[config.mk]
export PLATFORM = sky130hd
export DESIGN_NAME = ram_port_arbiter
export DESIGN_NICKNAME = d
export VERILOG_FILES = /design/src/rtl/arb_pkg.sv /design/src/rtl/ram_port_arbiter_rr_select.sv /design/src/rtl/ram_port_arbiter.sv
export SDC_FILE = /design/constraint.sdc
export NUM_CORES = 1
export LEC_CHECK = 0
export CAP_MARGIN = 25
export CORE_MARGIN = 3
export CORE_UTILIZATION = 40
export DETAILED_ROUTE_END_ITERATION = 8
export PLACE_DENSITY_LB_ADDON = 0.1
export SLEW_MARGIN = 25
export SYNTH_ARGS = -nofsm -noshare
export SYNTH_HDL_FRONTEND = slang
export SYNTH_SLANG_ARGS = --single-unit
[constraint.sdc]
create_clock -name clk -period 2.2 [get_ports clk]
set_clock_uncertainty 0.05 [all_clocks]
set_input_delay 0.44 -clock clk [delete_from_list [all_inputs] [get_ports clk]]
set_output_delay 0.44 -clock clk [all_outputs]
set_load 0.02 [all_outputs]
[src/rtl/arb_pkg.sv]
// Shared types and helpers for the RAM port arbiter: FSM encoding, index widths
// and the round-robin pointer advance.
package arb_pkg;

    typedef enum logic [1:0] {
        ST_IDLE  = 2'd0,
        ST_SETUP = 2'd1,
        ST_OWN   = 2'd2
    } arb_state_t;

    localparam int IDX_W  = 3;
    localparam int HOLD_W = 16;

    // Port 0 never takes part in round-robin, so the pointer cycles 1..n_ports-1.
    function automatic logic [IDX_W-1:0] rr_next(input logic [IDX_W-1:0] k, input int n_ports);
        if (int'(k) >= n_ports - 1) begin
            return IDX_W'(1);
        end
        return k + IDX_W'(1);
    endfunction

endpackage

[src/rtl/ram_port_arbiter_rr_select.sv]
// Combinational winner selection: port 0 first, then round-robin over ports
// 1..N_PORTS-1 starting at the pointer, with one optional excluded port.
module rr_select
    import arb_pkg::*;
#(
    parameter int N_PORTS = 3
) (
    input  logic [N_PORTS-1:0] i_req,
    input  logic [IDX_W-1:0]   i_rr_ptr,
    input  logic               i_excl_en,
    input  logic [IDX_W-1:0]   i_excl_idx,
    output logic               o_found,
    output logic [IDX_W-1:0]   o_winner
);

    logic [N_PORTS-1:0] w_cand;

    always_comb begin
        int d;
        int bestD;
        w_cand   = i_req;
        o_found  = 1'b0;
        o_winner = '0;
        bestD    = N_PORTS;
        d        = 0;
        for (int i = 0; i < N_PORTS; i++) begin
            if (i_excl_en && i_excl_idx == IDX_W'(i)) begin
                w_cand[i] = 1'b0;
            end
        end
        if (w_cand[0]) begin
            o_found  = 1'b1;
            o_winner = '0;
        end else begin
            // Distance from the pointer decides priority; the closest requester wins.
            for (int i = 1; i < N_PORTS; i++) begin
                d = (i - int'(i_rr_ptr) + N_PORTS - 1) % (N_PORTS - 1);
                if (w_cand[i] && d < bestD) begin
                    bestD    = d;
                    o_found  = 1'b1;
                    o_winner = IDX_W'(i);
                end
            end
        end
    end

endmodule

[src/rtl/ram_port_arbiter.sv]
// Multi-port arbiter in front of a 1-cycle-latency synchronous RAM; port 0 is the
// real-time port, a SETUP bubble re-reads the new owner's last address.
module ram_port_arbiter
    import arb_pkg::*;
#(
    parameter int N_PORTS  = 3,
    parameter int ADDR_W   = 11,
    parameter int DATA_W   = 8,
    parameter int PREEMPT  = 1,
    parameter int HOLD_MAX = 0
) (
    input  logic                       clk,
    input  logic                       reset_n,
    input  logic [N_PORTS-1:0]         req,
    input  logic [N_PORTS*ADDR_W-1:0]  addr,
    input  logic [N_PORTS-1:0]         we,
    input  logic [N_PORTS*DATA_W-1:0]  wdata,
    output logic [N_PORTS-1:0]         ready,
    output logic [DATA_W-1:0]          rdata,
    output logic [ADDR_W-1:0]          ram_waddr,
    output logic [ADDR_W-1:0]          ram_raddr,
    output logic [DATA_W-1:0]          ram_wdata,
    output logic                       ram_we,
    input  logic [DATA_W-1:0]          ram_rdata
);

    arb_state_t          r_state;
    logic [IDX_W-1:0]    r_owner;
    logic [IDX_W-1:0]    r_rr_ptr;
    logic [HOLD_W-1:0]   r_hold_cnt;
    logic [ADDR_W-1:0]   r_last_addr [N_PORTS];

    arb_state_t          w_state_hold;
    logic                w_arb;
    logic                w_excl_en;
    logic                w_found;
    logic [IDX_W-1:0]    w_winner;
    logic                w_go;
    logic                w_own_req;
    logic                w_own_we;
    logic [ADDR_W-1:0]   w_own_addr;
    logic [DATA_W-1:0]   w_own_wdata;
    logic [ADDR_W-1:0]   w_own_last;
    logic [N_PORTS-1:0]  w_own_onehot;
    logic                w_others;

    rr_select #(
        .N_PORTS (N_PORTS)
    ) u_rr_select (
        .i_req      (req),
        .i_rr_ptr   (r_rr_ptr),
        .i_excl_en  (w_excl_en),
        .i_excl_idx (r_owner),
        .o_found    (w_found),
        .o_winner   (w_winner)
    );

    always_comb begin
        w_own_req    = 1'b0;
        w_own_we     = 1'b0;
        w_own_addr   = '0;
        w_own_wdata  = '0;
        w_own_last   = '0;
        w_own_onehot = '0;
        for (int i = 0; i < N_PORTS; i++) begin
            if (r_owner == IDX_W'(i)) begin
                w_own_req       = req[i];
                w_own_we        = we[i];
                w_own_addr      = addr[i*ADDR_W +: ADDR_W];
                w_own_wdata     = wdata[i*DATA_W +: DATA_W];
                w_own_last      = r_last_addr[i];
                w_own_onehot[i] = 1'b1;
            end
        end
        w_others = |(req & ~w_own_onehot);
    end

    always_comb begin
        w_state_hold = r_state;
        w_arb        = 1'b0;
        w_excl_en    = 1'b0;
        ready        = '0;
        ram_we       = 1'b0;
        ram_raddr    = '0;
        ram_waddr    = '0;
        ram_wdata    = '0;
        case (r_state)
            ST_IDLE: begin
                w_arb = |req;
            end
            ST_SETUP: begin
                ram_raddr    = w_own_last;
                w_state_hold = ST_OWN;
            end
            ST_OWN: begin
                ram_raddr = w_own_addr;
                if (!w_own_req) begin
                    w_arb = |req;
                    if (!(|req)) begin
                        w_state_hold = ST_IDLE;
                    end
                end else begin
                    ready     = w_own_onehot;
                    ram_waddr = w_own_addr;
                    ram_wdata = w_own_wdata;
                    ram_we    = w_own_we;
                    if (PREEMPT != 0 && r_owner != '0 && req[0]) begin
                        w_arb = 1'b1;
                    end else if (HOLD_MAX != 0 && r_hold_cnt >= HOLD_W'(HOLD_MAX - 1) && w_others) begin
                        w_arb     = 1'b1;
                        w_excl_en = 1'b1;
                    end
                end
            end
            default: begin
                w_state_hold = ST_IDLE;
            end
        endcase
    end

    assign w_go  = w_arb && w_found;
    assign rdata = ram_rdata;

    always_ff @(posedge clk or negedge reset_n) begin
        if (!reset_n) begin
            r_state    <= ST_IDLE;
            r_owner    <= '0;
            r_rr_ptr   <= IDX_W'(1);
            r_hold_cnt <= '0;
            for (int i = 0; i < N_PORTS; i++) begin
                r_last_addr[i] <= '0;
            end
        end else begin
            r_state <= w_go ? ST_SETUP : w_state_hold;
            // Every SETUP entry passes through here, so the hold counter restarts with each new owner.
            if (w_go) begin
                r_owner    <= w_winner;
                r_hold_cnt <= '0;
                if (w_winner != '0) begin
                    r_rr_ptr <= rr_next(w_winner, N_PORTS);
                end
            end else if (r_state == ST_OWN && r_hold_cnt != '1) begin
                r_hold_cnt <= r_hold_cnt + HOLD_W'(1);
            end
            for (int i = 0; i < N_PORTS; i++) begin
                if (ready[i]) begin
                    r_last_addr[i] <= addr[i*ADDR_W +: ADDR_W];
                end
            end
        end
    end

endmodule

==> impl_metrics.tcl <==
set metrics [dict create \
    yosysWarnings 0 \
    maxSlewHeadroom 0.725 \
    cts.path.max_buffers 2 \
    fp.dieH_um 91.6 \
    final_max_slew_viol_count 0 \
    vias_per_cell 5.16 \
    synth_top_area_share 0.333 \
    synth_fa_ha_area_frac 0.0256 \
    highest_layer "met4" \
    violations "negative setup slack" \
    cp-end-kind "flip-flop" \
    grt_usage 0.209 \
    route.detailed.drc 0 \
    fin_util 0.720 \
    grt.overflow.total 0 \
    path_clk_slew_ps 80 \
    synth.area.top_cells "dfrtp_1, mux2_2, mux2i_1" \
    area_delta_synth_final_pct 70.3 \
    synth_nets 390 \
    met2_length_um 4920 \
    synth-compound-area-share 0.139 \
    regToRegStartpoint "r_rr_ptr[0]$_DFFE_PN1P_" \
    setup_viol 35 \
    wire_per_inst_um 17.2 \
    peakVddDrop_v 0.000636 \
    synth_simple_gate_area_share 0.177 \
    wl_met1_um 3750 \
    yosysSeqAreaShare 0.342 \
    synthMuxAreaShare 0.241 \
    clk-insertion-delay-late_ps 290 \
    wl_met3_um 461 \
    syn_area_mm2 0.00293 \
    grt_pass1_wl_um 14000 \
    powerDensity_mw_per_mm2 1160 \
    ys_ff_latch 40 \
    synth.most_common_cell "nor2_1" \
    ant_nets 0 \
    diodes 0 \
    min_period_ps 2430 \
    synth_ff_type "dfrtp_1" \
    rrSetupSlack_ps -230 \
    drt_wl_total_um 9330 \
    fin_crit_sh 1.11 \
    final_layout_size_suffix_gt1_frac 0.520 \
    io-pin-count 115 \
    whs_ps 61.5 \
    place.gp.congestion 0.868 \
    synthTopCellsByCount "nor2_1, dfrtp_1, mux2_2" \
    fin_ws_ps -233 \
    status "finished with violations" \
    fp.dieW_um 91.6 \
    synth_cell_type_count 46 \
    critical_path_required_ps 2330 \
    rsz0062_at_grt "yes" \
    dp_hpwl_um 6580 \
    cts_buffers 5 \
    dp_slack_ps -734 \
    firstDrtPassIters 4 \
    grt_max_degree 41 \
    synthXorXnorAreaFrac 0 \
    max_freq_mhz 411 \
    synth_top_family_by_area "multiplexers" \
    antenna_found_initial 0 \
    grt_pass1_vias 2896 \
    hold_viol_final 0 \
    cts-root-buf "clkbuf_8" \
    ctsHtreeMaxLevel 2 \
    synth_edf_count 0 \
    hold_class "in2async" \
    reg2regPathDepth 10 \
    r2r_end "r_owner[0]$_DFFE_PN0P_" \
    port_buffers 98 \
    start_util 0.423 \
    netlist_instances 311 \
    drt_iter0_drc 69 \
    fin_total_pwr_mw 5.77 \
    p_leak_nw 2.13 \
    tightest_slew_ps 409 \
    core_mm2 0.00694 \
    path_max_fanout 2 \
    synth_top_area_cell "dfrtp_1" \
    drv_cap 0 \
    cts_tree "yes" \
    arrival_ps 2570 \
    setup.worst_path.end "r_owner[0]$_DFFE_PN0P_" \
    vias 2799 \
    die-area_mm2 0.00840 \
    async_flop_share 1.00 \
    clock-sinks 40 \
    place_area_mm2 0.00428 \
    critPathLaunchType "flip-flop" \
    fillers 516 \
    cp-startpoint "r_rr_ptr[0]$_DFFE_PN1P_" \
    fin_nets 524 \
    syn_avg_cell_area_um2 9.43 \
    rows 30 \
    criticalPathCategory "reg2reg" \
    final_area_mm2 0.00500 \
]
## layer usage
| metal | up-vias | track usage |
|---|---|---|
| met5 | - | 0 |
| met4 | 0 | 0.0628 |
| met3 | 15 | 0.0435 |
| met2 | 72 | 0.377 |
| met1 | 1366 | 0.249 |
| li1 | 1346 | - |
## worst min path at each step
| stage | start | endpoint |
|---|---|---|
| finish | reset_n | r_last_addr[23]$_DFFE_PN0P_ |
| detailed placement | reset_n | r_last_addr[21]$_DFFE_PN0P_ |
| floorplan | reset_n | r_last_addr[0]$_DFFE_PN0P_ |
| global placement | reset_n | r_last_addr[21]$_DFFE_PN0P_ |
| CTS | reset_n | r_last_addr[21]$_DFFE_PN0P_ |
| global route | reset_n | r_last_addr[23]$_DFFE_PN0P_ |
## repair_timing
action                     CTS  global route
buffers inserted             9             3
resized for setup          267           106
hold buffers                 0             0
setup endpoints to repair   41            41
pin swaps                   24            40
cloned                       1             1
## worst max-delay path, cell delays in order, from the launching register on
cell and delay [ps]:
dfstp_2 560, ha_4 200, nand2b_4 130, a21oi_2 120, a211oi_2 60, ha_1 280, and2_4 160, o211ai_1 240
buf_4 190, o2111ai_4 120, a22o_1 220
## per-stage QoR
stage / TNS, ps / std cells
2_1_floorplan: -98.7 / 311
3_3_place_gp: -20780 / 525
3_5_place_dp: -20810 / 525
4_1_cts: -3170 / 540
5_1_grt: -6980 / 542
6_report: -3890 / 542
## power breakdown
| part | internal, mW | switching [mW] |
|---|---|---|
| clock | 0.337 | 0.263 |
| combinational | 2.08 | 1.82 |
| sequential | 1.08 | 0.199 |
| total | 3.49 | 2.28 |
## layout make-up
cell class,count,area (um2),area share
repair buffers,157,1550,0.310
inverters,7,26.3,0.00526
clock buffers,6,72.6,0.0145
well taps,96,120,0.0240
multi-input cells,234,2190,0.438
clock inverters,2,35.0,0.00701
flip-flops and latches,40,1000,0.201
## sequential cells by signal, indices dropped and copies added, names as in the netlist
name / cells
r_last_addr: 33
r_owner: 2
r_rr_ptr: 3
r_state: 2
## placed cells by master, fill, tap and decap left out, types with 2 or more instances in the layout
cell and instances:
dlygate4sd2_1 2, dfrtp_1 38, clkbuf_8 5, and2_1 6
inv_1 7, a21boi_1 4, o21ai_0 2, nor2_4 15
buf_2 2, and2_0 2, buf_6 43, mux2i_1 24
nand2_1 3, mux2i_4 3, a21oi_2 9, o21ai_2 14
buf_4 42, mux2_2 33, buf_12 2, nor2b_1 3
o211ai_1 2, o21ai_1 5, buf_8 4, and2_4 13
o2bb2ai_2 2, mux2i_2 4, a21boi_2 6, and2b_1 2
nor2_2 7, nor2_1 30, nand2b_4 5, clkdlybuf4s50_1 61
nand4bb_1 2, ha_1 3, a21oi_1 2, and3b_2 2
ha_4 2
## cells by family (layout without fill, tap and decap cells)
kind of cell | Yosys count | count (layout)
mux | 66 | 66
simple gates | 98 | 99
fa+ha+maj | 6 | 6
flops | 40 | 40
compound gates | 63 | 63
buf+inv | 38 | 172
(Power assumes the default switching activity.)
